## src/rtl/hetszegmens2bin_scan.sv

```systemverilog
// hetszegmens2bin_scan
// Recovers hex digit values from a multiplexed, active-high 7-segment bus.
// Each stable {digit_sel, segments} interval yields exactly one capture.
// A capture with a one-hot select decodes the pattern into that digit's slot.
//
// Ports:
//   clk                 single clock, rising edge
//   rst                 synchronous reset, active-high
//   input_segments      segment bus, bit6=a .. bit0=g, 1 = lit
//   input_digit_sel     digit enable, one-hot while a digit is shown
//   output_bin          captured nibbles, digit i at [4i+3:4i]
//   output_digit_valid  bit i = last capture of digit i was a legal pattern
//   output_frame        one-cycle pulse when every digit has been captured
//   output_bad_pattern  one-cycle pulse on capture of an undecodable pattern
module hetszegmens2bin_scan #(
    parameter int DIGITS        = 4,
    parameter int STABLE_CYCLES = 4
) (
    input  logic                  clk,
    input  logic                  rst,
    input  logic [6:0]            input_segments,
    input  logic [DIGITS-1:0]     input_digit_sel,
    output logic [4*DIGITS-1:0]   output_bin,
    output logic [DIGITS-1:0]     output_digit_valid,
    output logic                  output_frame,
    output logic                  output_bad_pattern
);

    localparam int CNT_W = $clog2(STABLE_CYCLES + 1);
    localparam logic [CNT_W-1:0] CNT_MAX  = CNT_W'(STABLE_CYCLES);
    localparam logic [CNT_W-1:0] CNT_LAST = CNT_W'(STABLE_CYCLES - 1);

    typedef enum logic {SETTLE, HOLD} state_t;

    state_t             state, state_next;
    logic [6:0]         s_seg;
    logic [DIGITS-1:0]  s_sel;
    logic [CNT_W-1:0]   cnt;
    logic [DIGITS-1:0]  seen;
    logic [DIGITS-1:0]  seen_upd;
    logic               same;
    logic               capture;
    logic               sel_onehot;
    logic [4:0]         dec;

    // Returns {legal, nibble}; exact match on all seven segments.
    function automatic logic [4:0] decode(input logic [6:0] p);
        case (p)
            7'h7E: decode = {1'b1, 4'h0};
            7'h30: decode = {1'b1, 4'h1};
            7'h6D: decode = {1'b1, 4'h2};
            7'h79: decode = {1'b1, 4'h3};
            7'h33: decode = {1'b1, 4'h4};
            7'h5B: decode = {1'b1, 4'h5};
            7'h5F: decode = {1'b1, 4'h6};
            7'h70: decode = {1'b1, 4'h7};
            7'h7F: decode = {1'b1, 4'h8};
            7'h7B: decode = {1'b1, 4'h9};
            7'h77: decode = {1'b1, 4'hA};
            7'h1F: decode = {1'b1, 4'hB};
            7'h4E: decode = {1'b1, 4'hC};
            7'h3D: decode = {1'b1, 4'hD};
            7'h4F: decode = {1'b1, 4'hE};
            7'h47: decode = {1'b1, 4'hF};
            default: decode = 5'b0_0000;
        endcase
    endfunction

    assign same       = (input_segments == s_seg) && (input_digit_sel == s_sel);
    assign sel_onehot = (s_sel != '0) && ((s_sel & (s_sel - DIGITS'(1))) == '0);
    assign dec        = decode(s_seg);
    assign seen_upd   = seen | s_sel;

    always_ff @(posedge clk) begin
        if (rst) state <= SETTLE;
        else     state <= state_next;
    end

    // Capture fires once per stable interval: on the edge that would take
    // cnt to STABLE_CYCLES, after which HOLD blocks any repeat.
    always_comb begin
        state_next = state;
        capture    = 1'b0;
        case (state)
            SETTLE: begin
                if (same && cnt == CNT_LAST) begin
                    capture    = 1'b1;
                    state_next = HOLD;
                end
            end
            HOLD: begin
                if (!same) state_next = SETTLE;
            end
            default: state_next = SETTLE;
        endcase
    end

    always_ff @(posedge clk) begin
        if (rst) begin
            s_seg              <= '0;
            s_sel              <= '0;
            cnt                <= '0;
            seen               <= '0;
            output_bin         <= '0;
            output_digit_valid <= '0;
            output_frame       <= 1'b0;
            output_bad_pattern <= 1'b0;
        end else begin
            s_seg              <= input_segments;
            s_sel              <= input_digit_sel;
            output_frame       <= 1'b0;
            output_bad_pattern <= 1'b0;

            if (!same)                cnt <= '0;
            else if (cnt != CNT_MAX)  cnt <= cnt + 1'b1;

            // Blanking or multi-hot selects are ignored entirely.
            if (capture && sel_onehot) begin
                for (int i = 0; i < DIGITS; i++) begin
                    if (s_sel[i]) begin
                        if (dec[4]) begin
                            output_bin[4*i +: 4]  <= dec[3:0];
                            output_digit_valid[i] <= 1'b1;
                        end else begin
                            output_digit_valid[i] <= 1'b0;
                        end
                    end
                end
                if (!dec[4]) output_bad_pattern <= 1'b1;
                if (&seen_upd) begin
                    output_frame <= 1'b1;
                    seen         <= '0;
                end else begin
                    seen <= seen_upd;
                end
            end
        end
    end

endmodule

```

## config.mk

```make
export PLATFORM = sky130hd
export DESIGN_NAME = hetszegmens2bin_scan
export DESIGN_NICKNAME = d
export VERILOG_FILES = /design/src/rtl/hetszegmens2bin_scan.sv
export SDC_FILE = /design/constraint.sdc
export NUM_CORES = 1
export LEC_CHECK = 0
export ABC_AREA = 1
export CELL_PAD_IN_SITES_DETAIL_PLACEMENT = 0
export CELL_PAD_IN_SITES_GLOBAL_PLACEMENT = 2
export CORE_UTILIZATION = 31
export DETAILED_ROUTE_END_ITERATION = 10
export GPL_TIMING_DRIVEN = 1
export PLACE_DENSITY = 0.94
export RECOVER_POWER = 50
export SKIP_LAST_GASP = 1
export SYNTH_ARGS = -nofsm -noshare
export SYNTH_HDL_FRONTEND = slang
export SYNTH_SLANG_ARGS = --single-unit
export TNS_END_PERCENT = 5
```

## constraint.sdc

```tcl
create_clock -name clk -period 2.9 [get_ports clk]
set_input_delay 0.58 -clock clk [delete_from_list [all_inputs] [get_ports clk]]
set_output_delay 0.58 -clock clk [all_outputs]
set_load 0.1 [all_outputs]
```

== Yosys cells after proc, flatten, opt, wreduce, memory -nomap -nowiden ==
Cells that the tools add are included.
Word-level totals
  input bits: 13
  word-level logic and storage cells: 68
  output and inout bits: 22
  flip-flop bits (word level): 41
Cells by class
  mux-type cells: 9
  bitwise operators: 5
  equal/unequal tests: 20
  reduce and logical (&&, ||, !) cells: 17
  add/sub/neg operators: 2
Operators by type and width (count)
  7-bit equality test (second input constant): 12
  5-bit case mux with 16 select lines: 1
  7-bit by 6-bit equality test with 1-bit output (second input constant): 3
  3-bit AND reduction: 4
  2-bit AND reduction: 4
  7-bit by 5-bit equality test with 1-bit output (second input constant): 1
  7-bit equality test: 1
  1-bit two-way mux: 6
  4-bit bitwise AND: 1
  4-bit equality test: 1
  1-bit logical AND: 4
  4-bit zero test: 1
  4-bit two-way mux: 1
  4-bit OR: 1
  4-bit AND reduction: 1
  4-bit nonzero test: 1
  2-bit OR reduction: 2
  4-bit by 1-bit subtractor with 4-bit output (second input constant): 1
  3-bit by 1-bit adder with 3-bit output (second input constant): 1
  3-bit by 2-bit equality test with 1-bit output (second input constant): 1
  3-bit inequality test (second input constant): 1
  1-bit NOT: 3
  1-bit case mux with 2 select lines: 1

== Logic depth before layout (Yosys ltp) ==
  depth after elaboration: 8
  mapped depth: 12
  gate-level depth less buffers: 12

== Worst setup path after synthesis ==
OpenSTA, ideal clock, no wires.
  path kind: in2reg
  start: in input_segments[4]
  end: reg output_bin[15]
  setup slack: 1.231 ns
  cell stages on the path: 11
  setup time: 0.132 ns
  data required time: 2.768 ns
  arrival: 1.536 ns
  buffers on the path: 0
  path through: inv_1 nand2_1 nand2_1 nor2_2 nand2_1 nor2_4 nand3_4 nor2_4 nand2_2 nand2_1 a21oi_1
On the way
  cells in the longest elaborated chain, start to end: 7
Ends and longest elaborated chain
  start: declaration: line 21  | input logic [6:0] input_segments,
  7-bit equality test: line 69  | assign same = (input_segments == s_seg) && (input_digit_sel == s_sel);
  1-bit logical AND: line 69
  1-bit logical AND: line 86  | if (same && cnt == CNT_LAST) begin
  1-bit two-way mux: line 86
  1-bit two-way mux: line 84  | case (state)
  1-bit logical AND: line 118  | if (capture && sel_onehot) begin
  3-bit AND reduction (no line)
  end signal: indexed assignment: line 122  | output_bin[4*i +: 4] <= dec[3:0];
  end: declaration: line 23  | output logic [4*DIGITS-1:0] output_bin,
Every way passes these cells.
A chain may end at the register's enable or synchronous reset.

== Worst setup path in the final report ==
  start: reg output_digit_valid[2]
  end: out output_digit_valid[2]
RTL lines
  start: declaration: line 24  | output logic [DIGITS-1:0] output_digit_valid,
  start signal: assignment: line 105  | output_digit_valid <= '0;
  start signal: indexed assignment: line 123  | output_digit_valid[i] <= 1'b1;
  start signal: indexed assignment: line 125  | output_digit_valid[i] <= 1'b0;
No word-level cell between the ends.

==> flow_summary.json <==
{
  "yosys_register_bits": 41,
  "die_w_um": 83.53,
  "rows": 29,
  "holdWs_ps": 453.9,
  "ys_top_cells_by_area": "dfxtp_1 40%, nand2_1 14%, nor2_1 11%, inv_1 6.9%, nand3_1 5.6%",
  "syn_inst": 309,
  "critical-path-top-delay-family": "buffers and inverters",
  "drc": 0,
  "min_path_type": "flip-flop to flip-flop",
  "area_growth_syn_to_layout_pct": 19.31,
  "ys_seq_area_share_pct": 39.83,
  "worstSetupPathType": "flip-flop to output pin",
  "synthFlopType": "dfxtp_1",
  "slowest_stage": "clkbuf_1",
  "fin_crit_ps": 2097,
  "cp_num_buf_inv": 1,
  "diodes": 0,
  "ios": 35,
  "cts_setup_buffers": 0,
  "cts-resized-gates": 0,
  "die_y_um": 83.53,
  "power_density_nw_per_um2": 468.7,
  "hpwl_um": 3469,
  "rsz0062_at_grt": "false",
  "setup.worst_path.start_class": "flip-flop",
  "grt_overflow_total": 0,
  "place.gp.congestion": 0.7399,
  "drive_gt1_share_pct": 10.34,
  "dr.pass1.iters": 4,
  "numClockSinks": 41,
  "synth_edf_count": 0,
  "path_clk_slew_ps": 80,
  "vias_per_cell": 4.355,
  "initial_utilization_pct": 32.27,
  "hold_viol": 0,
  "avgRoutedWirePerCell_um": 10.59,
  "cap_violations": 0,
  "grt_pass1_wl_um": 7976,
  "synth_common_cells": "79 x nand2_1, 61 x nor2_1, 41 x dfxtp_1, 38 x inv_1, 23 x nand3_1",
  "coreArea_um2": 6386,
  "syn_area_per_cell_um2": 6.669,
  "die_area_um2": 6977,
  "grt_antenna_before_repair": 0,
  "arrival_ps": 1520,
  "post-route-util_pct": 38.50,
  "final_antenna_net_count": 0,
  "setup_viol": 0,
  "skew_ps": 6.656,
  "drt_iter0_drc": 69,
  "max_freq_mhz": 477.0,
  "root_buffer": "clkbuf_8",
  "maxSlewViolCount": 0,
  "async_flop_share_pct": 0,
  "clk_latency_ps": 300,
  "grt_pass1_vias": 1735,
  "final_nets": 363,
  "portBuffers": 34,
  "clk_path_buf_depth": 2,
  "num_vias": 1851,
  "critPathMaxFanout": 2,
  "status": "completed",
  "cts_buffers": 5,
  "track_usage_pct": 14.34,
  "worstPathCellList": "clkbuf_1",
  "synth.most_common_cell": "nand2_1",
  "p_leak_nw": 1.098,
  "tightest_slew_ps": 1173,
  "grt_max_degree": 22,
  "hold_buffers": 0,
  "htree_levels": 2,
  "syn_area_um2": 2061,
  "drt_wl_total_um": 4502,
  "synth_top_cell_area_share_pct": 39.83,
  "peakVddDrop_uv": 211.3,
  "yosys.area.top_type": "dfxtp_1",
  "cts_tree": "yes",
  "max_stage_delay_ps": 870,
  "end_kind": "output pin",
  "relSlewSlack_pct": 22.12,
  "required_ps": 2320,
  "syn_nets": 325,
  "ys_warn_count": 0,
  "finalCritPeriodShare_pct": 72.30,
  "synth_cell_types": 24,
  "final.setup.tns_ps": 0
}
per-stage QoR:
stage | setup WS (ps) | instance area (µm²) | total power [W] | instances
after floorplan | 1231 | 2061 | 0.0006493 | 309
after global placement | 546.2 | 2417 | 0.0006810 | 417
after detailed placement | 552.2 | 2417 | 0.0006805 | 417
after CTS | 867.1 | 2537 | 0.001178 | 425
after global routing | 694.1 | 2459 | 0.001217 | 425
final | 803.4 | 2459 | 0.001152 | 425
logic make-up after synthesis:
logic type	count (synthesis)	synth area share (%)
xor gates and xnor gates	3	1.275
and+or+nand+nor	190	41.65
AOI/OAI and AO/OA	20	5.101
DFF	41	39.83
buffers and inverters	52	10.32
adders and majority gates	3	1.822
cells in the final DEF (no fill, tap or decap), drive strengths merged, types with 2 or more instances in the layout:
| master | instances |
|---|---|
| inv | 47 |
| clkdlybuf4s50 | 11 |
| dfxtp | 41 |
| nor3 | 3 |
| buf | 2 |
| xnor2 | 2 |
| ha | 3 |
| clkbuf | 27 |
| o21ai | 2 |
| a21oi | 16 |
| nor2 | 70 |
| nand4 | 6 |
| nand3 | 25 |
| nand2 | 85 |
power breakdown:
part	internal [W]	leakage, nW	switching [W]
sequential	0.000571	0.333	0.0000122
clock	0.000280	0.0574	0.000207
combinational	0.0000337	0.707	0.0000489
registers in the layout, summed over array words and instances, names as in the netlist:
name,count
s_sel,4
cnt,3
seen,4
output_digit_valid,4
output_bin,16
output_bad_pattern,1
output_frame,1
state,1
s_seg,7
path summary, 6_finish.rpt:
path / start / end / cells after the start / slack [ps]
min: seen[2] / seen[2] / 2 / 450
max reg2reg: cnt[1] / output_bin[3] / 9 / 1130
min reg2reg: seen[2] / seen[2] / 2 / 450
max: output_digit_valid[2] / output_digit_valid[2] / 1 / 800
area by class of cell:
class | instances | area [µm²]
Clock inverter | 2 | 37.54
Clock buffer | 6 | 82.58
Tap cell | 77 | 96.34
Timing Repair Buffer | 35 | 214.0
Fill cell | 728 | 3928
Inverter | 48 | 180.2
Sequential cell | 41 | 820.8
Multi-Input combinational cell | 216 | 1027
metal layers:
metal | wire length (µm) | vias up | track usage (%)
met5 | 0 | - | 0
met4 | 78 | 0 | 5.085
met3 | 222 | 5 | 3.956
met2 | 1865 | 39 | 21.98
met1 | 2336 | 779 | 19.35
li1 | - | 1028 | -
worst register-to-register path, delay by kind of cell, from the launching register on:
kind                       cells  cell delay (ps)
and+or+nand+nor                6              910
adders and majority gates      2              310
DFF                            1              360
AOI/OAI and AO/OA              1               50
(Power assumes the default switching activity.)
